--- config.mk ---
export PLATFORM = sky130hd
export DESIGN_NAME = count_sequencer
export DESIGN_NICKNAME = d
export VERILOG_FILES = /design/src/rtl/count_sequencer_pkg.sv /design/src/rtl/rate_divider.sv /design/src/rtl/count_sequencer.sv
export SDC_FILE = /design/constraint.sdc
export NUM_CORES = 1
export LEC_CHECK = 0
export CORE_UTILIZATION = 45
export DETAILED_ROUTE_END_ITERATION = 7
export GPL_TIMING_DRIVEN = 0
export PLACE_DENSITY = 0.75
export SLEW_MARGIN = 20
export SYNTH_ARGS = -nofsm -noshare
export SYNTH_HDL_FRONTEND = slang
export SYNTH_SLANG_ARGS = --single-unit
export TNS_END_PERCENT = 1
--- constraint.sdc ---
create_clock -name clk -period 1.7 [get_ports clk]
set_clock_uncertainty 0.05 [all_clocks]
set_input_delay 0.51 -clock clk [delete_from_list [all_inputs] [get_ports clk]]
set_output_delay 0.51 -clock clk [all_outputs]
set_load 0.005 [all_outputs]
--- src/rtl/count_sequencer_pkg.sv ---
// Shared types and helpers for the count sequencer controller.
package count_sequencer_pkg;

  typedef enum logic [1:0] {
    IDLE = 2'd0,
    RUN  = 2'd1,
    HOLD = 2'd2,
    DONE = 2'd3
  } seq_state_t;

  // Prescaler register width; a PRESCALE of 1 still needs one bit.
  function automatic int presc_width(input int presc);
    return (presc > 1) ? $clog2(presc) : 1;
  endfunction

endpackage

--- src/rtl/rate_divider.sv ---
// Prescaler for the count sequencer: tick fires on the last cycle of each
// PRESCALE-cycle period while enabled; clr restarts the period.
module rate_divider
  import count_sequencer_pkg::*;
#(
  parameter int PRESCALE = 4
) (
  input  logic clk,
  input  logic reset,
  input  logic clr,
  input  logic en,
  output logic tick
);

  localparam int PW = presc_width(PRESCALE);
  localparam logic [PW-1:0] LAST = PW'(PRESCALE - 1);

  logic [PW-1:0] prescaler;

  assign tick = en && (prescaler == LAST);

  always_ff @(posedge clk) begin
    if (reset || clr)
      prescaler <= '0;
    else if (en)
      prescaler <= tick ? '0 : prescaler + PW'(1);
  end

endmodule

--- src/rtl/count_sequencer.sv ---
// Sequences a paced up-counter through start/pause/clear/terminal-count phases.
//   state | meaning
//   IDLE  | stopped, count cleared
//   RUN   | counting on prescaler ticks
//   HOLD  | paused, prescaler and count frozen
//   DONE  | terminal count reached, count held
module count_sequencer
  import count_sequencer_pkg::*;
#(
  parameter int WIDTH    = 8,
  parameter int PRESCALE = 4
) (
  input  logic             clk,
  input  logic             reset,
  input  logic             start,
  input  logic             pause,
  input  logic             clear,
  input  logic             auto_reload,
  input  logic [WIDTH-1:0] limit,
  output logic [WIDTH-1:0] count,
  output logic             busy,
  output logic             done,
  output logic [1:0]       state
);

  seq_state_t       state_q, state_nx;
  logic [WIDTH-1:0] count_q, count_nx;
  logic [WIDTH-1:0] limit_q, limit_nx;
  logic             done_q, done_nx;
  logic             launch;
  logic             tick;

  assign launch = start && (state_q == IDLE || state_q == DONE);
  assign busy   = (state_q == RUN) || (state_q == HOLD);
  assign count  = count_q;
  assign done   = done_q;
  assign state  = state_q;

  // Advancing while leaving HOLD keeps a pause of N cycles an exact N-cycle delay.
  rate_divider #(.PRESCALE(PRESCALE)) u_rate_divider (
    .clk   (clk),
    .reset (reset),
    .clr   (clear || launch),
    .en    (busy && !pause),
    .tick  (tick)
  );

  always_ff @(posedge clk) begin
    if (reset) begin
      state_q <= IDLE;
      count_q <= '0;
      limit_q <= '0;
      done_q  <= 1'b0;
    end else begin
      state_q <= state_nx;
      count_q <= count_nx;
      limit_q <= limit_nx;
      done_q  <= done_nx;
    end
  end

  always_comb begin
    state_nx = state_q;
    count_nx = count_q;
    limit_nx = limit_q;
    done_nx  = 1'b0;
    if (clear) begin
      state_nx = IDLE;
      count_nx = '0;
    end else if (launch) begin
      state_nx = RUN;
      count_nx = '0;
      limit_nx = limit;
    end else begin
      case (state_q)
        RUN, HOLD: begin
          if (pause) begin
            state_nx = HOLD;
          end else begin
            state_nx = RUN;
            if (tick) begin
              if (count_q == limit_q) begin
                done_nx = 1'b1;
                if (auto_reload)
                  count_nx = '0;
                else
                  state_nx = DONE;
              end else begin
                count_nx = count_q + WIDTH'(1);
              end
            end
          end
        end
        default: ;
      endcase
    end
  end

endmodule
Word level (Yosys, flattened, before mapping)
Index checks and enable logic that the tools add are counted.

$lt $le $gt $ge: 0. Divide/modulo/power cells: 0. Reductions and logical operators: 16. Equal/unequal tests: 6. Shift operators: 0. Bitwise logic cells: 4. Multiplexer cells: 10. Multiply operators: 0. Add/sub/neg operators: 2.

Operators by type and width (count): $mux W8 (2); $mux W2 (5); $add A8 B1 Y8 const B (1); $eq A8 B8 Y1 (1); $eq A2 B2 Y1 const B (3); $reduce_or A6 Y1 (1); $logic_or A1 B1 Y1 (4); $not A1 Y1 (4); $reduce_and A4 Y1 (1); $reduce_or A2 Y1 (2); $logic_and A1 B1 Y1 (3); $mux W1 (3); $reduce_or A3 Y1 (1); $add A2 B1 Y2 const B (1); $eq A2 B1 Y1 const B (1); $logic_not A2 Y1 (1); $ne A2 B2 Y1 const B (1); $reduce_and A2 Y1 (1); $reduce_bool A2 Y1 (1); $logic_not A1 Y1 (1).

Output and inout port bits: 12. Input port bits: 14. Memories: 0. Bits in writable memories: 0. Latch bits: 0. ROM bits: 0. Word-level logic and storage cells: 44. Register bits: 21.

Logic depth before layout (Yosys ltp)
Gate-level depths: netlist (run 1).

Word-level depth: 8. Gate-level depth with buffers: 6. Depth with buffers taken out: 5.

By module
A second synthesis (run 1) with hierarchy kept.

Cell total of the unflattened synthesis: 138. Area, all modules: 1226.2 sq um.

By module, submodules not included: count_sequencer (sequential area each 380.4 sq um, area each 1124.8 sq um, instances 1, cells each 129); rate_divider (sequential area each 40.0 sq um, area each 101.3 sq um, instances 1, cells each 9).

Worst setup path after synthesis (run 1)
OpenSTA, ideal clock, no wires.

Path type: register -> register. Start: register count_q[4] (netlist: count[4]). End: register state_q[1] (netlist: state[1]). Clock period less this slack: 1.677 ns. Stages on the path, launching flop included: 7. Slack: 0.023 ns. Required time: 1.563 ns. Setup time: 0.087 ns. Buffers on the path: 2. Arrival: 1.540 ns. Path through: dfxtp_1 > clkbuf_1 > xnor2_1 > and4_1 > clkbuf_1 > nand2_1 > o31ai_1.

Cells in the longest elaborated chain, start to end: 4.

Ends and longest elaborated chain: start: declaration (RTL line count_sequencer.sv:27) `logic [WIDTH-1:0] count_q, count_nx;`; start signal: assignment (RTL line count_sequencer.sv:56) `count_q <= count_nx;`; $eq A8 B8 Y1 (RTL line count_sequencer.sv:82) `if (count_q == limit_q) begin`; $mux W2 (RTL line count_sequencer.sv:82); $mux W2 (RTL line count_sequencer.sv:81) `if (tick) begin`; $mux W2 (RTL line count_sequencer.sv:77) `if (pause) begin`; end signal: assignment (RTL line count_sequencer.sv:55) `state_q <= state_nx;`; end: declaration (RTL line count_sequencer.sv:26) `seq_state_t state_q, state_nx;`.

Every way passes these cells. A chain may end at the register's enable or synchronous reset.

Worst setup path after layout (run 1)
Start: input port pause. End: register count_q[3] (netlist: count[3]).

Cells in the longest elaborated chain, start to end: 4. Elaborated cells between the ends (all ways): 5. Those cells by class: bitwise: 1; reduce/logical: 4.

Ends and longest elaborated chain: start: declaration (RTL line count_sequencer.sv:16) `input logic pause,`; $logic_not A1 Y1 (RTL line count_sequencer.sv:44) `.en (busy && !pause),`; $logic_and A1 B1 Y1 (RTL line count_sequencer.sv:44); $logic_and A1 B1 Y1 (RTL line rate_divider.sv:20) `assign tick = en && (prescaler == LAST);`; $reduce_and A4 Y1 (no line) *.

Every way passes the cells marked *; elsewhere a longest branch is shown, timed or not.

==> results of run 1 <==
[sequential cells by signal (all words and copies together) (netlist names)]
signal / count
limit_q: 8
state: 2
done: 1
u_rate_divider.prescaler: 2
count: 8
[where the power goes]
part / total [mW] / switching (mW) / internal, mW
clock: 0.251 / 0.159 / 0.0916
sequential: 0.505 / 0.0104 / 0.494
combinational: 0.184 / 0.0969 / 0.0872
[layout by cell type (no fill, tap or decap), types with 2 or more instances in the layout]
cell	n
buf_4	8
nand3b_1	2
dfxtp_4	6
o22ai_1	4
nand3_2	2
o21a_1	3
a221o_1	2
dlygate4sd2_1	10
dfxtp_1	10
dfxtp_2	5
xnor2_1	7
a211o_1	2
a31oi_1	6
a21oi_1	3
o21ai_0	3
dlymetal6s2s_1	4
clkdlybuf4s50_1	10
nand4_1	5
clkbuf_4	6
nor2b_1	4
or4_1	2
nor2_1	12
nor4_1	4
mux2i_1	8
nand3_1	4
clkbuf_2	3
nand4b_1	6
clkbuf_1	2
nand2_1	14
[worst max path at each step]
stage | startpoint | to | cells past startpoint
floorplan | count[4] | state[1] | 6
global placement | pause | count[3] | 5
detailed placement | pause | count[3] | 5
CTS | count[7] | count[7] | 1
global route | count[2] | state[1] | 6
finish | pause | count[3] | 5
[synth_stat cells, drive strengths merged (2+ instances only)]
library cell  number
dfxtp             21
nand2             14
nor2              12
xnor2              9
mux2i              8
clkbuf             7
a31oi              6
nand3              6
nand4b             6
nand4              5
buf                4
nor2b              4
nor4               4
o22ai              4
a21oi              3
o21a               3
o21ai              3
a211o              2
a221o              2
and4               2
ha                 2
nand2b             2
nand3b             2
or4                2
[cells by family (layout without fill, tap and decap cells)]
kind of cell,count (synthesis),count (layout),synth area share
simple gates,64,64,0.300
compound gates,26,26,0.147
flops,21,21,0.350
buf+inv,12,47,0.0427
xor+xnor,9,9,0.0656
mux,8,8,0.0666
fa+ha+maj,3,3,0.0291
[worst max-delay path: stages]
cell and delay [ns]:
dlygate4sd2_1 0.32, nand2b_4 0.20, or4_1 0.48, a221o_1 0.35
nand3_1 0.07
[routing by layer]
layer / up-vias / GRT usage / share of wire
li1: 600 / - / -
met4: 0 / 0.123 / 0.016
met2: 51 / 0.416 / 0.49
met3: 4 / 0.0282 / 0.052
met5: - / 0 / 0
met1: 590 / 0.302 / 0.45
[what timing repair did]
| item | in CTS | in global routing |
|---|---|---|
| gates cloned | 0 | 0 |
| endpoints found under the setup margin | 25 | 20 |
| setup buffers | 1 | 5 |
| pin swaps | 1 | 2 |
| resized for setup | 45 | 19 |
[cell type report]
| class | instances | area, um2 |
|---|---|---|
| fillers | 216 | 812 |
| multi-input cells | 110 | 802 |
| flip-flops and latches | 21 | 449 |
| repair buffers | 31 | 288 |
| plain buffers | 11 | 81.3 |
| well taps | 30 | 37.5 |
| clock buffers | 4 | 26.3 |
| inverters | 1 | 3.75 |
[metrics by stage]
stage / utilization / hold WS, ns / power, mW / instances / cell area [um2]
after floorplan: - / 0.407 / 0.610 / 143 / 1200
after global routing: 0.675 / 0.501 / 0.981 / 208 / 1690
after global placement: 0.596 / 0.417 / 0.678 / 198 / 1490
after detailed placement: 0.596 / 0.433 / 0.679 / 198 / 1490
after CTS: 0.634 / 0.453 / 0.932 / 203 / 1590
final: 0.675 / 0.484 / 0.940 / 208 / 1690
==> results.json, run 1 <==
{
  "endpoint_kind": "flop",
  "synthArstFlopShare": 0,
  "clock_latency_ns": 0.31,
  "relSlewSlack": 0.665,
  "ios": 26,
  "layout_setup_ws_ns": -0.0329,
  "synth_edf_count": 0,
  "cts_tree": "done",
  "hold_class": "reg2reg",
  "holdBufCountCts": 0,
  "post-route-min-period_ns": 1.73,
  "vias_per_cell": 5.99,
  "ys_ff_latch": 21,
  "p_per_area_mw_per_mm2": 557,
  "leakage_nw": 0.659,
  "regToRegSetupSlack_ns": 0.01,
  "grt_first_pass_wirelength_mm": 5.04,
  "worstPathArrival_ns": 1.93,
  "synth_area_leaders": "dfxtp_1, mux2i_1, xnor2_1",
  "drive_gt1_frac": 0.230,
  "synth.distinct_cells": 36,
  "max-cap-violations": 0,
  "grt_antenna_before_repair": 0,
  "holdPathEnd": "u_rate_divider.prescaler[1]",
  "rsz0062_at_grt": "true",
  "grt_max_degree": 12,
  "dr.first_iter.drc_count": 20,
  "ys_warn_count": 0,
  "synth.cell_area_mm2": 0.00120,
  "ant_nets": 0,
  "hpwlAfterDp_mm": 2.22,
  "areaGrowthSynthToFinish_pct": 40.4,
  "grt-ovfl-total": 0,
  "num_vias": 1245,
  "hold_viol": 0,
  "drt_wl_total_mm": 3.25,
  "status": "complete, but fails checks",
  "num_antenna_cells": 0,
  "crit_fanout": 8,
  "grt_pass1_vias": 1091,
  "first_pass_iters": 4,
  "htreeDepth": 1,
  "synth_top_area_cell": "dfxtp_1",
  "ff2ff_path_depth": 5,
  "cp_data_required_time_ns": 1.90,
  "synthCells": 143,
  "min_period_over_period": 1.02,
  "clockBufferDepth": 2,
  "reg2reg_to": "count[3]",
  "cts_buffers": 3,
  "tightest_slew_ns": 0.502,
  "cts_root_buf": "clkbuf_4",
  "avgSynthCellArea_um2": 8.41,
  "ir_drop_uv": 448,
  "syn_nets": 159,
  "violations": "setup timing",
  "cts.sinks": 21,
  "pre_cts_ws_ns": -0.667,
  "slew_viol_final": 0,
  "row_count": 18,
  "max_freq_mhz": 577,
  "critPathKind": "in2reg",
  "floorplan.initialDensity": 0.481,
  "worstHoldStart": "u_rate_divider.prescaler[1]",
  "timing.rr.start": "u_rate_divider.prescaler[0]",
  "synth_top_cell_area_share": 0.350,
  "die_w_um": 53.7,
  "setup_tns_ns": -0.0329,
  "path_clk_slew_ns": 0.12,
  "layout.nets": 195,
  "cp-start-kind": "primary input",
  "post_drt_wl_per_cell_um": 15.6,
  "setup_viol": 1,
  "min_path_cells": 2,
  "numPortBuffers": 25,
  "grt_util_all_layers": 0.245,
  "core_area_mm2": 0.00250,
  "drc": 0,
  "die-area_mm2": 0.00288,
  "synth_ff_type": "dfxtp_1",
  "seq_area_frac_synth": 0.350,
  "die_h_um": 53.7,
  "globalplace.congestion": 0.920
}
(Power assumes the default switching activity.)
==> run 2, diff against run 1 <==
--- a/config.mk
+++ b/config.mk
@@ -5,10 +5,10 @@
 export SDC_FILE = /design/constraint.sdc
 export NUM_CORES = 1
 export LEC_CHECK = 0
-export CORE_UTILIZATION = 45
+export CORE_UTILIZATION = 40
 export DETAILED_ROUTE_END_ITERATION = 7
 export GPL_TIMING_DRIVEN = 0
-export PLACE_DENSITY = 0.75
+export PLACE_DENSITY = 0.68
 export SLEW_MARGIN = 20
 export SYNTH_ARGS = -nofsm -noshare
 export SYNTH_HDL_FRONTEND = slang
==> run 2 against run 1 <==
  * The flow finishes with violations (DRC)
  * Combinational power shrank 5%
  * Wire length shrank 3.4%
  * Core utilization down 8.7 points
  * Sequential share of layout area rose by 0.63 points
  * Register-to-register slack better by 0.04 ns
  * Sequential power about the same
  * Die area increased by 12%
  * Hold slack worse by 0.011 ns
  * Clock-buffer cell count stayed put
  * Critical endpoint unchanged
  * Largest cell class unchanged
==> results.json, run 2 (synthesis gave the netlist of run 1 again) <==
{
  "ios": 26,
  "post-route-min-period_ns": 1.67,
  "cpLargestDelayFamily": "simple AND/OR/NAND/NOR gates",
  "slew_viol_final": 0,
  "rsz0062_at_grt": "true",
  "critPathSlowestCell": "or4_1",
  "stdcell_count": 204,
  "floorplan.initialDensity": 0.429,
  "grt-ovfl-total": 0,
  "holdBufCountCts": 0,
  "clock_power_share": 0.269,
  "vias_per_cell": 6.11,
  "tightest_slew_ns": 0.456,
  "path_buf_inv": 1,
  "dp.cells": 199,
  "cp.depth": 5,
  "p_per_area_mw_per_mm2": 564,
  "post_drt_wl_per_cell_um": 15.4,
  "ir_drop_uv": 515,
  "cts_tree": "done",
  "power_switching_mw": 0.260,
  "clockBufferDepth": 2,
  "die_w_um": 56.8,
  "critPathKind": "in2reg",
  "critPathMaxStageDelay_ns": 0.46,
  "setup_tns_ns": 0,
  "hold_ws_ns": 0.473,
  "hold_class": "reg2reg",
  "drt_wl_total_mm": 3.14,
  "htreeDepth": 1,
  "cts.sinks": 21,
  "row_count": 19,
  "endpoint_kind": "flop",
  "grt_first_pass_wirelength_mm": 5.18,
  "layout.nets": 190,
  "swShare": 0.280,
  "grt_util_all_layers": 0.208,
  "die_h_um": 56.8,
  "layout_setup_ws_ns": 0.0297,
  "ff2ff_path_depth": 5,
  "dr.first_iter.drc_count": 56,
  "relSlewSlack": 0.696,
  "setup_viol": 0,
  "crit_fanout": 8,
  "final_common_cell": "nand2_1",
  "grt_antenna_before_repair": 0,
  "min_path_cells": 2,
  "fin_util": 0.588,
  "grt_max_degree": 12,
  "numPortBuffers": 25,
  "cp_data_required_time_ns": 1.92,
  "cts_buffers": 3,
  "cp-start-kind": "primary input",
  "min_period_over_period": 0.983,
  "power_frac_comb": 0.188,
  "dpl_cell_area_mm2": 0.00149,
  "globalplace.congestion": 0.879,
  "total_power_mw": 0.929,
  "regToRegSetupSlack_ns": 0.05,
  "num_antenna_cells": 0,
  "die-area_mm2": 0.00323,
  "pre_cts_ws_ns": -0.614,
  "worstPathCellList": "dlygate4sd2_1 -> nand2b_4 -> or4_1 -> a221o_1 -> nand3_1",
  "leakage_nw": 0.599,
  "path_clk_slew_ns": 0.12,
  "worstPathArrival_ns": 1.89,
  "drc": 4,
  "nFillCells": 269,
  "p_int_mw": 0.669,
  "areaGrowthSynthToFinish_pct": 37.1,
  "seqPwrFrac": 0.543,
  "violations": "DRC",
  "layout_common_cells": "nand2_1, nor2_1, clkdlybuf4s50_1",
  "hold_viol": 0,
  "grt_pass1_vias": 1143,
  "core_area_mm2": 0.00281,
  "num_vias": 1247,
  "design_area_mm2": 0.00165,
  "status": "complete, but fails checks",
  "clock_latency_ns": 0.32,
  "cts_root_buf": "clkbuf_4",
  "max-cap-violations": 0,
  "hpwlAfterDp_mm": 2.14,
  "first_pass_iters": 6,
  "ant_nets": 0,
  "drive_gt1_frac": 0.231,
  "max_freq_mhz": 599
}
==> run 2: timing repair <==
item,in CTS,in global routing
setup endpoints to repair,24,21
pin swaps,0,2
gates resized for setup,42,22
gates cloned,0,0
setup buffers,2,0
==> run 2: final cells by class <==
class / instances / area, um2 / share of cell area
multi-input combinational: 110 / 816 / 0.495
sequential: 21 / 449 / 0.272
timing repair buffer: 27 / 253 / 0.153
buffer: 10 / 62.6 / 0.0379
tap: 31 / 38.8 / 0.0235
clock buffer: 4 / 26.3 / 0.0159
inverter: 1 / 3.75 / 0.00228
==> run 2: final timing paths <==
kind	startpoint	end
worst max-delay path	pause	count[3]
worst min-delay path	u_rate_divider.prescaler[1]	u_rate_divider.prescaler[1]
worst max register to register	state[1]	count[4]
worst min register to register	u_rate_divider.prescaler[1]	u_rate_divider.prescaler[1]
==> run 2: layer usage <==
layer	global-route usage	routed length (um)	part of all wire
met1	0.262	1310	0.42
met5	0	0	0
met4	0.105	65	0.021
met3	0.0507	244	0.078
met2	0.332	1520	0.48
==> run 2: worst register-to-register path: stages, from the launching register on <==
cell and delay [ns]:
dfxtp_4 0.39, xnor2_4 0.15, buf_6 0.15, or4_1 0.50
a221o_1 0.30, nand3_1 0.06
==> run 2: power groups by stage <==
stage	logic, mW	registers, mW	clock network, mW
2_1_floorplan	0.0888	0.521	0
3_3_place_gp	0.153	0.523	0
3_5_place_dp	0.154	0.523	0
4_1_cts	0.164	0.504	0.259
5_1_grt	0.190	0.507	0.274
6_report	0.175	0.505	0.250
